### src/rtl/rvfi_dmem_multi_check.sv
// rvfi_dmem_multi_check
//   Data-memory consistency checker for an RVFI retirement trace. A set of
//   NADDR aligned words is shadowed byte by byte; every byte read through
//   RVFI from a watched word is compared against the last byte written there.
//   Optionally checks that rvfi_order advances by exactly one per retirement.
//   The first violation is latched into sticky, registered status outputs.
//
// Ports
//   clk            clock
//   resetn         synchronous, active-low reset
//   watch_addr     NADDR watched word addresses (low log2(NB) bits ignored)
//   rvfi_valid     per-channel retire valid
//   rvfi_order     per-channel instruction order
//   rvfi_mem_addr  per-channel access address
//   rvfi_mem_rmask per-channel byte read mask
//   rvfi_mem_wmask per-channel byte write mask
//   rvfi_mem_rdata per-channel read data
//   rvfi_mem_wdata per-channel write data
//   err            sticky error flag
//   err_kind       0 none, 1 data mismatch, 2 order violation
//   err_chan       channel of the first error
//   err_slot       watched slot of the first data error (0 for order errors)
//   err_byte       byte lane of the first data error (0 for order errors)
//   check_cnt      saturating count of byte comparisons performed
module rvfi_dmem_multi_check #(
    parameter int XLEN        = 32,
    parameter int NRET        = 1,
    parameter int NADDR       = 2,
    parameter int ORDER_W     = 64,
    parameter int CHECK_ORDER = 1,
    parameter int CNT_W       = 16
) (
    input  logic                    clk,
    input  logic                    resetn,
    input  logic [NADDR*XLEN-1:0]   watch_addr,
    input  logic [NRET-1:0]         rvfi_valid,
    input  logic [NRET*ORDER_W-1:0] rvfi_order,
    input  logic [NRET*XLEN-1:0]    rvfi_mem_addr,
    input  logic [NRET*XLEN/8-1:0]  rvfi_mem_rmask,
    input  logic [NRET*XLEN/8-1:0]  rvfi_mem_wmask,
    input  logic [NRET*XLEN-1:0]    rvfi_mem_rdata,
    input  logic [NRET*XLEN-1:0]    rvfi_mem_wdata,
    output logic                    err,
    output logic [1:0]              err_kind,
    output logic [1:0]              err_chan,
    output logic [2:0]              err_slot,
    output logic [2:0]              err_byte,
    output logic [CNT_W-1:0]        check_cnt
);

    localparam int NB = XLEN / 8;
    localparam logic [XLEN-1:0]  LOW_MASK = XLEN'(NB - 1);
    localparam logic [CNT_W-1:0] CNT_MAX  = {CNT_W{1'b1}};

    // Shadow state: registered copy and the next value built by the chain.
    logic [NADDR-1:0][NB-1:0][7:0] shadow_r,  shadow_s;
    logic [NADDR-1:0][NB-1:0]      written_r, written_s;
    logic                          order_seen_r, order_seen_s;
    logic [ORDER_W-1:0]            exp_order_r,  exp_order_s;

    logic              err_r,      err_s;
    logic [1:0]        err_kind_r, err_kind_s;
    logic [1:0]        err_chan_r, err_chan_s;
    logic [2:0]        err_slot_r, err_slot_s;
    logic [2:0]        err_byte_r, err_byte_s;
    logic [CNT_W-1:0]  cnt_r,      cnt_s;

    // Per-iteration temporaries of the combinational chain.
    logic [ORDER_W-1:0] ord_s;
    logic               hit_s;
    logic               cap_s;
    logic               inc_s;
    logic               wr_s;

    // Walk channels in ascending order so later channels see earlier writes;
    // err_s doubles as the "first error already taken" flag for priority.
    always_comb begin
        shadow_s     = shadow_r;
        written_s    = written_r;
        order_seen_s = order_seen_r;
        exp_order_s  = exp_order_r;
        err_s        = err_r;
        err_kind_s   = err_kind_r;
        err_chan_s   = err_chan_r;
        err_slot_s   = err_slot_r;
        err_byte_s   = err_byte_r;
        cnt_s        = cnt_r;
        ord_s        = '0;
        hit_s        = 1'b0;
        cap_s        = 1'b0;
        inc_s        = 1'b0;
        wr_s         = 1'b0;
        for (int c = 0; c < NRET; c++) begin
            // Order check precedes this channel's data checks.
            ord_s      = rvfi_order[c*ORDER_W +: ORDER_W];
            cap_s      = (CHECK_ORDER != 0) && rvfi_valid[c] && order_seen_s
                         && (ord_s != exp_order_s) && !err_s;
            err_kind_s = cap_s ? 2'd2    : err_kind_s;
            err_chan_s = cap_s ? 2'(c)   : err_chan_s;
            err_slot_s = cap_s ? 3'd0    : err_slot_s;
            err_byte_s = cap_s ? 3'd0    : err_byte_s;
            err_s      = err_s | cap_s;
            order_seen_s = order_seen_s | rvfi_valid[c];
            exp_order_s  = rvfi_valid[c] ? (ord_s + ORDER_W'(1)) : exp_order_s;

            for (int s = 0; s < NADDR; s++) begin
                hit_s = rvfi_valid[c] &&
                        ((rvfi_mem_addr[c*XLEN +: XLEN] & ~LOW_MASK) ==
                         (watch_addr[s*XLEN +: XLEN] & ~LOW_MASK));
                // Reads compare against the value before this channel's write.
                for (int i = 0; i < NB; i++) begin
                    inc_s      = hit_s && rvfi_mem_rmask[c*NB + i] && written_s[s][i];
                    cnt_s      = (inc_s && (cnt_s != CNT_MAX)) ? (cnt_s + CNT_W'(1)) : cnt_s;
                    cap_s      = inc_s && !err_s &&
                                 (shadow_s[s][i] != rvfi_mem_rdata[c*XLEN + i*8 +: 8]);
                    err_kind_s = cap_s ? 2'd1  : err_kind_s;
                    err_chan_s = cap_s ? 2'(c) : err_chan_s;
                    err_slot_s = cap_s ? 3'(s) : err_slot_s;
                    err_byte_s = cap_s ? 3'(i) : err_byte_s;
                    err_s      = err_s | cap_s;
                end
                for (int i = 0; i < NB; i++) begin
                    wr_s            = hit_s && rvfi_mem_wmask[c*NB + i];
                    shadow_s[s][i]  = wr_s ? rvfi_mem_wdata[c*XLEN + i*8 +: 8] : shadow_s[s][i];
                    written_s[s][i] = written_s[s][i] | wr_s;
                end
            end
        end
    end

    // Control and status registers with synchronous active-low reset.
    always_ff @(posedge clk) begin
        if (!resetn) begin
            written_r    <= '0;
            order_seen_r <= 1'b0;
            err_r        <= 1'b0;
            err_kind_r   <= 2'd0;
            err_chan_r   <= 2'd0;
            err_slot_r   <= 3'd0;
            err_byte_r   <= 3'd0;
            cnt_r        <= '0;
        end else begin
            written_r    <= written_s;
            order_seen_r <= order_seen_s;
            err_r        <= err_s;
            err_kind_r   <= err_kind_s;
            err_chan_r   <= err_chan_s;
            err_slot_r   <= err_slot_s;
            err_byte_r   <= err_byte_s;
            cnt_r        <= cnt_s;
        end
    end

    // Shadow bytes and expected order are qualified by written/order_seen,
    // so they need no reset.
    always_ff @(posedge clk) begin
        shadow_r    <= shadow_s;
        exp_order_r <= exp_order_s;
    end

    assign err       = err_r;
    assign err_kind  = err_kind_r;
    assign err_chan  = err_chan_r;
    assign err_slot  = err_slot_r;
    assign err_byte  = err_byte_r;
    assign check_cnt = cnt_r;

endmodule

### config.mk
export PLATFORM = sky130hd
export DESIGN_NAME = rvfi_dmem_multi_check
export DESIGN_NICKNAME = d
export VERILOG_FILES = /design/src/rtl/rvfi_dmem_multi_check.sv
export SDC_FILE = /design/constraint.sdc
export NUM_CORES = 1
export LEC_CHECK = 0
export CAP_MARGIN = 20
export CORE_AREA = 2 2 165 183
export DETAILED_ROUTE_END_ITERATION = 8
export DIE_AREA = 0 0 167 185
export PLACE_DENSITY_LB_ADDON = 0.15
export SLEW_MARGIN = 0
export SYNTH_ARGS = -nofsm -noshare
export SYNTH_HDL_FRONTEND = slang
export SYNTH_SLANG_ARGS = --single-unit
### constraint.sdc
create_clock -name clk -period 15.45 [get_ports clk]
set_input_delay 3.09 -clock clk [delete_from_list [all_inputs] [get_ports clk]]
set_output_delay 3.09 -clock clk [all_outputs]
set_load 0.02 [all_outputs]
## After elaboration in Yosys (flattened, before gate mapping)

Index checks and enable logic that the tools add are counted.

- $add $sub $neg: 9
- Equal/unequal tests: 19
- Mux-type cells: 35
- Bitwise operators: 19
- Reduce and logical (&&, ||, !) cells: 64

Operators by type and width:

| cell | count |
|---|---|
| $add 16x1->16 const B | 8 |
| $mux 16 | 8 |
| $ne 16x16->1 const B | 8 |
| $add 64x1->64 const B | 1 |
| $ne 64x64->1 | 1 |
| $ne 8x8->1 | 8 |
| $eq 30x30->1 | 2 |
| $logic_and 1x1->1 | 53 |
| $mux 1 | 18 |
| $mux 2 | 9 |
| $or 1x1->1 | 18 |
| $logic_not 1->1 | 9 |
| $reduce_bool 9->1 | 1 |
| $reduce_or 9->1 | 1 |
| $not 1->1 | 1 |

- Register bits: 159
- Bits of input ports: 235
- Output and inout bits: 27
- Word-level logic and storage cells: 164

## Depth between registers and ports, before layout

- Word-level depth: 36
- Gate-level depth with buffers: 61
- Depth with buffers taken out: 52

## Least setup slack after synthesis

OpenSTA, ideal clock, no wires.

- Path type: input-to-reg
- Start point: input rvfi_mem_addr[29]
- End point: register cnt_r[2], in the netlist check_cnt[2]
- Library setup time: 115 ps
- Data arrival time: 14960 ps
- Data required time: 15335 ps
- Slack: 376 ps
- Cell stages on the path: 55
- Path buffers: 7
- Cell sequence: xor2_1 > or4b_1 > or4_4 > nor4_4 > buf_2 > xnor2_1 > inv_1 > ha_1 > o21ai_0 > nor4_2 > buf_4 > a21oi_1 > mux2_2 > ha_1 > buf_1 > inv_1 > nor2_1 > a41oi_1 > (+19 left out) > ha_1 > nand3_1 > nor3_4 > a21oi_1 > xnor2_1 > inv_1 > ha_1 > inv_1 > a31oi_1 > or4b_1 > buf_2 > o211ai_1 > xnor2_1 > and4b_1 > a41oi_2 > mux2_2 > and3_1 > o21a_1

- Word-level cells in the longest chain between the ends: 27
- Elaborated cells on any way between the ends: 50
- Classes of those cells: add/sub: 7; eq/ne: 9; mux: 8; reduce/logical: 26

Ends and longest elaborated chain:

| item | line | source |
|---|---|---|
| start: declaration | 38 | `input logic [NRET*XLEN-1:0] rvfi_mem_addr,` |
| branches (longest 26 deep; another with $add 16x1->16) | n/a |  |
| $mux 16 (*) | 113 | `cnt_s = (inc_s && (cnt_s != CNT_MAX)) ? (cnt_s + CNT_W'(1)) : cnt_s;` |
| end signal: assignment | 150 | `cnt_r <= cnt_s;` |
| end: declaration | 66 | `logic [CNT_W-1:0] cnt_r, cnt_s;` |

Mark *: on every way between the ends.
A chain may end at the register's enable or synchronous reset.

## Worst setup path after layout

- Start point: input rvfi_mem_addr[2]
- End point: register cnt_r[10], in the netlist check_cnt[10]

The elaborated chain is that of the path after synthesis.

==> metrics <==
Worst Reg-to-Reg Cells=50; Period Utilization, post-route=0.947; Initial Utilization=0.481; asr flop ratio synth=0; antenna-violating nets left=0; Syn Area/Cell=~8.9 µm²; worst hold stages=1; DP Worst Slack=between 0.09 and 0.1 ns; Hold-fix buffers, CTS=0; All-Layer GR Usage=0.293; worst r2r src=check_cnt[0]; Layout Skew=0.0104 ns; setup TNS=0 ns; Clock Tree Buf Depth=2; critical path's top delay family=simple AND/OR/NAND/NOR gates; Yosys Warn Count=0; Layout area overhead=27.8%; Die H=around 190 µm; first-pass detailed-route iteration total=6; # DRC=0; static leakage=roughly 6.0 nW; ratio of cells with drive above 1 in the final layout=0.0949; WP data required=between 15 and 20 ns; Sink Count=about 160; f_max=~68 MHz; status=complete, no violations; M1 WL=roughly 19000 µm; maxcap violations=0; final worst slack=between 0.8 and 0.9 ns; R2R Setup Slk=about 3.1 ns; TritonCTS Buffers=17; crit-path max FO=9; placed wire-length estimate=approximately 38000 µm; Finish-stage setup viols=0; startpoint types=primary input; final hold vios=0; Clk pin slew, worst setup/hold paths=around 0.070 ns; R2R Path End=check_cnt[10]; Final min period=about 15 ns; unrepaired setup endpoints after global routing=no; CTS tree=done; Slew HR=0.437; met2 wire length=22700 µm; Worst Hold End=written_r[1]; DR iter-0 viols=about 1100; Crit-path slowest cell=or4b_2; min-delay src=written_r[1]; mapped cell area=roughly 0.014 mm²; root buffer cell=clkbuf_16; post-synthesis sequential area ratio=0.319; post-synthesis instance total=between 1500 and 2000; vias per cell=around 6.0; Crit Path Class=primary input to flop; Inst Count DP=~2200; vias in the first global route=between 10000 and 15000; grt ovf=0; WP buf/inv=9; HP Class=flop to flop; largest net degree at the start of global routing=66; Chip Width=about 170 µm; Crit. End Element=flop; WL final=between 40000 and 50000 µm; worst slew pin tran=around 0.84 ns; core area=approximately 0.029 mm²; PwrDens=~60 mW/mm²; I/O pin cnt=around 260; Fill cells=between 2000 and 3000; Placer Congestion=around 0.93; CP arrival=14.97 ns; WL met3=between 2000 and 3000 µm; maximum vdd drop=~0.000095 V; nets=around 2100; row cnt=66; vias=roughly 14000; initial antenna violation count=4; Top Metal Used=met4; final slew viol count=0; Netlist cell types=approximately 110; Port Buffers=between 200 and 300; slowest stage delay, CP=~0.73 ns; CTS H-tree lvls=4; drt wl/cell=20.4 µm; Worst-Skew Late Latency=between 0.4 and 0.5 ns; Non-Filler Instances=approximately 2300; area of the die=approximately 0.031 mm²; FF+latch count, synth=around 160; final cell utilization of the core=0.615; first-pass GRT wire length=72100 µm; Post-synth EDFFs=roughly 130; top_reg_cell synth=edfxtp_1
==> cells in the mapped netlist (8+ instances only) <==
library cell | count | area [µm²]
xnor2_1 | 229 | 2010
nand2_1 | 132 | 495
edfxtp_1 | 128 | 3840
nor2_1 | 102 | 383
xor2_1 | 91 | 797
nand3_1 | 88 | 440
nand4_1 | 66 | 413
and3_1 | 63 | 394
a21oi_1 | 60 | 300
nor3_1 | 45 | 225
nor4_1 | 38 | 238
inv_1 | 35 | 131
o21ai_0 | 32 | 160
dfxtp_1 | 31 | 621
clkbuf_1 | 26 | 97.6
and2_1 | 25 | 156
a31oi_1 | 24 | 150
mux2i_1 | 19 | 190
nand2b_1 | 19 | 119
o21a_1 | 15 | 113
or3_1 | 15 | 93.8
and4_1 | 14 | 123
o211ai_1 | 13 | 97.6
mux2_2 | 12 | 135
nor2b_1 | 12 | 75.1
o31a_1 | 12 | 105
o21ai_1 | 10 | 50.1
o31ai_1 | 10 | 75.1
a211oi_1 | 9 | 67.6
a21o_1 | 9 | 67.6
buf_2 | 8 | 40.0
buf_4 | 8 | 60.1
ha_1 | 8 | 100
or2_2 | 8 | 50.1
==> registers in the layout (all words and copies together) (netlist names) <==
| register | cells |
|---|---|
| exp_order_r | 64 |
| shadow_r | 64 |
| check_cnt | 16 |
| written_r | 8 |
| err_byte | 2 |
| err_kind | 2 |
| err | 1 |
| err_slot | 1 |
| order_seen_r | 1 |
==> worst max path at each step <==
| stage | slack [ns] | depth (start not counted) | startpoint | to |
|---|---|---|---|---|
| 2_1_floorplan | 0.38 | 55 | rvfi_mem_addr[29] | check_cnt[2] |
| 3_3_place_gp | 0.23 | 50 | rvfi_mem_addr[26] | check_cnt[10] |
| 3_5_place_dp | 0.09 | 49 | rvfi_mem_addr[26] | check_cnt[10] |
| 4_1_cts | 0.51 | 49 | rvfi_mem_addr[26] | check_cnt[10] |
| 5_1_grt | 0.05 | 47 | rvfi_mem_addr[2] | check_cnt[10] |
| 6_report | 0.81 | 45 | rvfi_mem_addr[2] | check_cnt[10] |
==> layout make-up <==
| cell class | count | area, µm² | area share |
|---|---|---|---|
| antenna | 3 | 7.51 | 0.000419 |
| clock buffer | 17 | 425 | 0.0237 |
| clock inverter | 15 | 144 | 0.00803 |
| inverter | 35 | 131 | 0.00733 |
| multi-input combinational | 1340 | 9250 | 0.516 |
| sequential | 159 | 4460 | 0.249 |
| tap | 374 | 468 | 0.0261 |
| timing repair buffer | 320 | 3020 | 0.169 |
==> routing by layer <==
metal	vias to the layer above	track usage
li1	6529	-
met1	6521	0.377
met2	526	0.509
met3	88	0.0348
met4	0	0.106
met5	-	0
==> where the power goes <==
part           internal [W]  leakage (nW)  switching [W]
clock              0.000215         0.288       0.000193
sequential         0.000478          1.45     0.00000644
combinational     0.0000891          4.30      0.0000655
==> cells by family (layout without fill, tap and decap cells) <==
family                   count (synthesis)  in the layout  synth area share
AND/OR/NAND/NOR                        685            685             0.272
XOR/XNOR                               321            321             0.201
AO/OA/AOI/OAI                          289            289             0.152
flip-flops                             159            159             0.319
buffers and inverters                   80            387            0.0243
multiplexers                            32             32            0.0243
adder cells (fa/ha/maj)                  8              8           0.00714
other                                    1              8          0.000268
==> layout by cell type, fill, tap and decap left out, types with 9 or more instances in the layout <==
| master | netlist | final |
|---|---|---|
| clkbuf_16 | 0 | 17 |
| nor3_1 | 45 | 44 |
| o31a_1 | 12 | 12 |
| inv_1 | 35 | 36 |
| dfxtp_1 | 31 | 31 |
| o31ai_1 | 10 | 10 |
| nand2_1 | 132 | 132 |
| edfxtp_1 | 128 | 128 |
| and4_1 | 14 | 14 |
| nand4_1 | 66 | 66 |
| a21oi_1 | 60 | 58 |
| buf_4 | 8 | 70 |
| a21o_1 | 9 | 9 |
| nor4_1 | 38 | 37 |
| o21ai_0 | 32 | 32 |
| a211oi_1 | 9 | 9 |
| o21ai_1 | 10 | 10 |
| or3_1 | 15 | 15 |
| o21a_1 | 15 | 15 |
| and3_1 | 63 | 63 |
| a31oi_1 | 24 | 24 |
| nand3_1 | 88 | 88 |
| nand2b_1 | 19 | 19 |
| mux2i_1 | 19 | 19 |
| mux2_2 | 12 | 12 |
| nor2b_1 | 12 | 12 |
| xnor2_1 | 229 | 229 |
| xor2_1 | 91 | 91 |
| clkdlybuf4s50_1 | 0 | 249 |
| nor2_1 | 102 | 102 |
| and2_1 | 25 | 25 |
| o211ai_1 | 13 | 13 |
==> metrics by stage <==
step / area (µm²) / hold slack, ns / power [W]
2_1_floorplan: 14000 / 0.427 / 0.000552
3_3_place_gp: 17300 / 0.442 / 0.000645
3_5_place_dp: 17300 / 0.461 / 0.000648
4_1_cts: 17900 / 0.476 / 0.00105
5_1_grt: 17900 / 0.502 / 0.00108
6_report: 17900 / 0.477 / 0.00105
==> what timing repair did <==
item,4_1_cts,5_1_grt
setup buffers,0,2
gates resized for setup,0,5
setup endpoints to repair,0,16
(Power assumes the default switching activity.)
==> variant 1, RTL diff (config.mk and constraints unchanged) <==
Put one more register stage on the output `check_cnt`, without a reset. The value now appears one clock later. The other outputs are not delayed to match.
--- a/src/rtl/rvfi_dmem_multi_check.sv
+++ b/src/rtl/rvfi_dmem_multi_check.sv
@@ -164,5 +164,7 @@
     assign err_slot  = err_slot_r;
     assign err_byte  = err_byte_r;
-    assign check_cnt = cnt_r;
+    always_ff @(posedge clk) begin
+        check_cnt <= cnt_r;
+    end
 
 endmodule
Function: changed (Yosys sat finds a counterexample within 4 cycles, from zero or initial values and one cycle with resetn low).
==> variant 1 against the original RTL <==
  * Core utilization grew 1.9 points
  * Cell area rose by 3.0%
  * Wire length is 0.94% higher
  * Maximum frequency increased by 1.0%
  * Setup slack gained 0.15 ns
  * Non-clock buffer count rose by 14
  * Area after synthesis increased by 3.4%
  * First-iteration DRC count is 12% higher
  * Total power increased by 7.5%
  * Largest power group unchanged
  * Critical path depth did not move
  * Global-route usage increased by 0.39 points
  * Sequential cell count increased by 16
  * Die area unchanged
==> variant 1: results (changes against the original RTL) <==
Parameter                              Value

Outcome
  Result of the run    complete, no violations (unchanged)

Timing
  Tightest slew margin relative to the limit    37.9% (was 43.7%)
  Worst clock skew on the final layout    0.0109 ns (was 0.0104 ns)
  Tightest hold margin    0.409 ns (was 0.477 ns)

Power and ir drop
  Sw Ratio    25.1% (was 25.3%)
  Cell Pwr Density    61.0 nW/um2 (was 58.4 nW/um2)
  Leakage Power    6.09 nW (was 6.04 nW)
  Clk pwr share    39.3% (was 38.9%)

Final layout
  Clock buffer and inverter area fraction after layout    3.34% (was 3.18%)
  Buffer count excluding the clock tree in the final layout    334 (was 320)
  Number of combinational gates with multiple inputs    1,333 (was 1,340)
  Post-route insts no fill    2,277 (was 2,263)
  Fraction of layout cells with a size suffix above 1    10.7% (was 9.49%)
  Post-layout instance area    18,500 um2 (was 17,900 um2)
  Count of antenna diodes in the layout    2 (was 3)
  Number of logic inverters in the finished layout    27 (was 35)
  NonClk Buf Share    16.9% (about the same)
  Fill cells    2,492 (was 2,622)
  Sequential fraction of total cell area    25.9% (was 24.9%)

Logic synthesis
  Adder-Cell Fraction of Synth Area    0.691% (was 0.714%)
  Synth Area in XOR/XNOR    19.3% (was 20.1%)
  Commonest cells in the synthesized netlist    227 x xnor2_1, 137 x nand2_1, 128 x edfxtp_1 (was 229 x xnor2_1, 132 x nand2_1, 128 x edfxtp_1)
  Post-synth cell types    114 (was 107)
  Register bit total from synthesis    175 (was 159)
  Share of the synthesized area in compound gates (AO/OA/AOI/OAI)    17.2% (was 15.2%)
  Biggest area contributors in the synthesized netlist    edfxtp_1 27%, xnor2_1 14%, dfxtp_1 6.5% (was edfxtp_1 27%, xnor2_1 14%, xor2_1 5.7%)

Global route
  Via count of the first global-routing pass    13,517 (was 13,553)
  Antenna violations before repair    3 (was 4)
  Wire length of the first global-routing pass    72,100 um (about the same)
  Total routing resource utilization after global routing    29.7% (was 29.3%)

Critical path
  Critical R2R Capture    cnt_r[10] (was check_cnt[10])
  Register-to-register setup slack    3.49 ns (was 3.10 ns)
  Top fanout value on the critical path    8 (was 9)

Route
  Met2 wire length    23,300 um (was 22,700 um)
  Initial drt markers    1,181 (was 1,050)
  Wirelength, routed    46,600 um (was 46,200 um)
  Highest metal layer with signal wires    met5 (was met4)

Placement
  Detailed placement HPWL    38,100 um (was 37,500 um)
  Total placed cells including tap cells    2,243 (was 2,226)
  Routability congestion estimate    0.975 (was 0.934)
  Worst slack at placement    0.541 ns (was 0.0902 ns)

Worst hold path
  Worst hold start    cnt_r[1] (was written_r[1])
  Hold Crit Endpoint    check_cnt[1] (was written_r[1])
-- variant 1: logic make-up after synthesis --
logic type | count (synthesis)
buffers and inverters | 85
and+or+nand+nor | 645
other | 1
adders and majority gates | 8
DFF | 175
muxes | 31
xor gates and xnor gates | 319
AOI/OAI and AO/OA | 325
-- variant 1: metal layers --
layer / vias up / global-route usage, %
met3: 107 / 5.60
li1: 6598 / -
met5: - / 0
met1: 6583 / 35.4
met2: 533 / 52.7
met4: 2 / 12.3
-- variant 1: how the worst max path moves through the flow --
stage	end	slack, ns
floorplan	cnt_r[1]	1.32
global placement	cnt_r[1]	0.70
detailed placement	cnt_r[10]	0.54
CTS	cnt_r[10]	0.96
global route	cnt_r[14]	0.12
finish	cnt_r[10]	0.96
-- variant 1: critical path, delay by kind of cell --
kind | cells | cell delay, ns
fa+ha+maj | 4 | 1.06
compound gates | 11 | 2.75
buf+inv | 7 | 1.36
xor+xnor | 5 | 1.22
mux | 1 | 0.20
simple gates | 17 | 5.18
==> variant 2, RTL diff (config.mk and constraints unchanged) <==
Made on the original files. Set the parameter `XLEN` to 28 (it was 32).
--- a/src/rtl/rvfi_dmem_multi_check.sv
+++ b/src/rtl/rvfi_dmem_multi_check.sv
@@ -24,5 +24,5 @@
 //   check_cnt      saturating count of byte comparisons performed
 module rvfi_dmem_multi_check #(
-    parameter int XLEN        = 32,
+    parameter int XLEN        = 28,
     parameter int NRET        = 1,
     parameter int NADDR       = 2,
Interface: changed (6 resized); port bits go from 262 to 240. The function was not compared with the original's and may differ.
==> variant 2 against the original RTL <==
  * Sequential power down 11%
  * Area after synthesis down 14%
  * Maximum frequency grew 7.7%
  * Sequential cell count shrank 18
  * Register-to-register slack better by 1.4 ns
  * Via count is 17% lower
  * Combinational power shrank 9%
  * Largest cell class unchanged
  * Critical path type unchanged
  * Setup slack better by 1.0 ns
  * Total power is 8.3% lower
  * Sequential share of layout area increased by 1.1 points
  * Wire length is 14% lower
  * Core utilization down 9.4 points
  * Cell area is 15% lower
==> variant 2: results (changes against the original RTL) <==
Parameter                              Value

Power and ir drop
  Max rail drop VDD    0.0906 mV (was 0.0947 mV)
  Switch Pwr    0.237 mW (was 0.265 mW)

Outcome
  Result of the run    complete, no violations (unchanged)

Logic synthesis
  Synth Area in XOR/XNOR    20.7% (was 20.1%)
  Post-synth cell types    94 (was 107)
  Post-synth EDFFs    112 (was 128)
  Share of the synthesized area in compound gates (AO/OA/AOI/OAI)    14.5% (was 15.2%)
  Commonest cells in the synthesized netlist    202 x xnor2_1, 112 x edfxtp_1, 110 x nand2_1 (was 229 x xnor2_1, 132 x nand2_1, 128 x edfxtp_1)
  Register area share after synthesis    32.7% (was 31.9%)
  Biggest area contributors in the synthesized netlist    edfxtp_1 28%, xnor2_1 15%, xor2_1 5.7% (was edfxtp_1 27%, xnor2_1 14%, xor2_1 5.7%)
  Multiplexer share of the synthesized area    1.47% (was 2.43%)

Critical path
  Largest stage delay, worst path    0.66 ns (was 0.73 ns)
  Critical R2R Capture    check_cnt[3] (was check_cnt[10])
  Worst path slowest cell    nor3_1 (was or4b_2)
  Register-to-register setup slack    4.55 ns (was 3.10 ns)
  Worst Reg2Reg Path Length in Cells    37 (was 50)

Placement
  Routability congestion estimate    0.938 (was 0.934)
  Total of buffers placed on input and output ports    223 (was 250)

Final layout
  Count of antenna diodes in the layout    0 (was 3)
  Final-stage net count    1,770 (was 2,116)
  Fraction of layout cells with a size suffix above 1    6.91% (was 9.49%)

Route
  Drt first pass iters    5 (was 6)
  Initial drt markers    928 (was 1,050)
  Detailed-route via count    11,333 (was 13,664)
  Routed WL per cell    20.4 um (about the same)

Worst hold path
  Number of cells on the worst hold path    2 (was 1)
  Hold Crit Endpoint    order_seen_r (was written_r[1])

Global route
  Largest net degree at the start of global routing    45 (was 66)
[variant 2: changes by cell type in the layout (fill, tap and decap cells not counted), moves of 13 or more]
| cell | change |
|---|---|
| nand3_1 | -22 |
| clkdlybuf4s50_1 | -27 |
| xnor2_1 | -27 |
| edfxtp_1 | -16 |
| nand2_1 | -22 |
| a21oi_1 | -14 |
| xor2_1 | -13 |
| and3_1 | -36 |
| buf_4 | -59 |
[variant 2: worst max path at each step]
stage	startpoint	end	slack, ns	cells after the start
3_3_place_gp	rvfi_mem_addr[14]	check_cnt[3]	1.54	37
5_1_grt	rvfi_mem_addr[16]	check_cnt[3]	0.93	37
2_1_floorplan	watch_addr[19]	check_cnt[3]	3.79	40
3_5_place_dp	rvfi_mem_addr[14]	check_cnt[3]	1.51	37
4_1_cts	rvfi_mem_addr[14]	check_cnt[3]	1.94	37
6_report	rvfi_mem_addr[14]	check_cnt[3]	1.86	37
[variant 2: critical path: cells and delay by family]
family                     cells  cell delay [ns]
xor gates and xnor gates       5             1.32
muxes                          1             0.37
and+or+nand+nor               13             4.29
adders and majority gates      4             1.19
buffers and inverters          5             1.00
AOI/OAI and AO/OA              9             2.59
[variant 2: cells by family (layout without fill, tap and decap cells)]
group | Yosys count | in the layout
mux | 17 | 17
buf+inv | 73 | 290
compound gates | 229 | 229
flops | 141 | 141
simple gates | 593 | 593
xor+xnor | 283 | 283
fa+ha+maj | 6 | 6
other cells | 1 | 5
[variant 2: per-layer routing]
metal  global-route usage, %  up-vias  part of all wire [%]
met1                    32.5     5389                    42
met4                    8.72        0                   2.7
met5                       0        -                     0
met2                    44.4      429                    49
met3                    3.31       70                   6.0
li1                        -     5445                     -
[variant 2: final cells by class]
| type | count | area share, % |
|---|---|---|
| clock buffer | 18 | 2.97 |
| multi-input combinational | 1133 | 51.4 |
| clock inverter | 14 | 0.693 |
| tap | 374 | 3.08 |
| sequential | 141 | 26.0 |
| inverter | 24 | 0.594 |
| timing repair buffer | 234 | 15.2 |
[variant 2: power by group through the flow]
stage                     registers [mW]  clock network, mW  logic (mW)
after floorplan                    0.439                  0      0.0564
after global placement             0.440                  0       0.141
after detailed placement           0.440                  0       0.142
after CTS                          0.432              0.393       0.143
after global routing               0.434              0.409       0.153
final                              0.432              0.387       0.141
[variant 2: per-stage QoR]
stage / hold WS, ns / cells / worst slack, ns / instance area (um2)
after global placement: 0.441 / 1906 / 1.54 / 14600
after CTS: 0.464 / 1938 / 1.94 / 15200
after floorplan: 0.427 / 1347 / 3.79 / 12100
after global routing: 0.488 / 1938 / 0.930 / 15200
final: 0.460 / 1938 / 1.86 / 15200
after detailed placement: 0.450 / 1906 / 1.51 / 14600
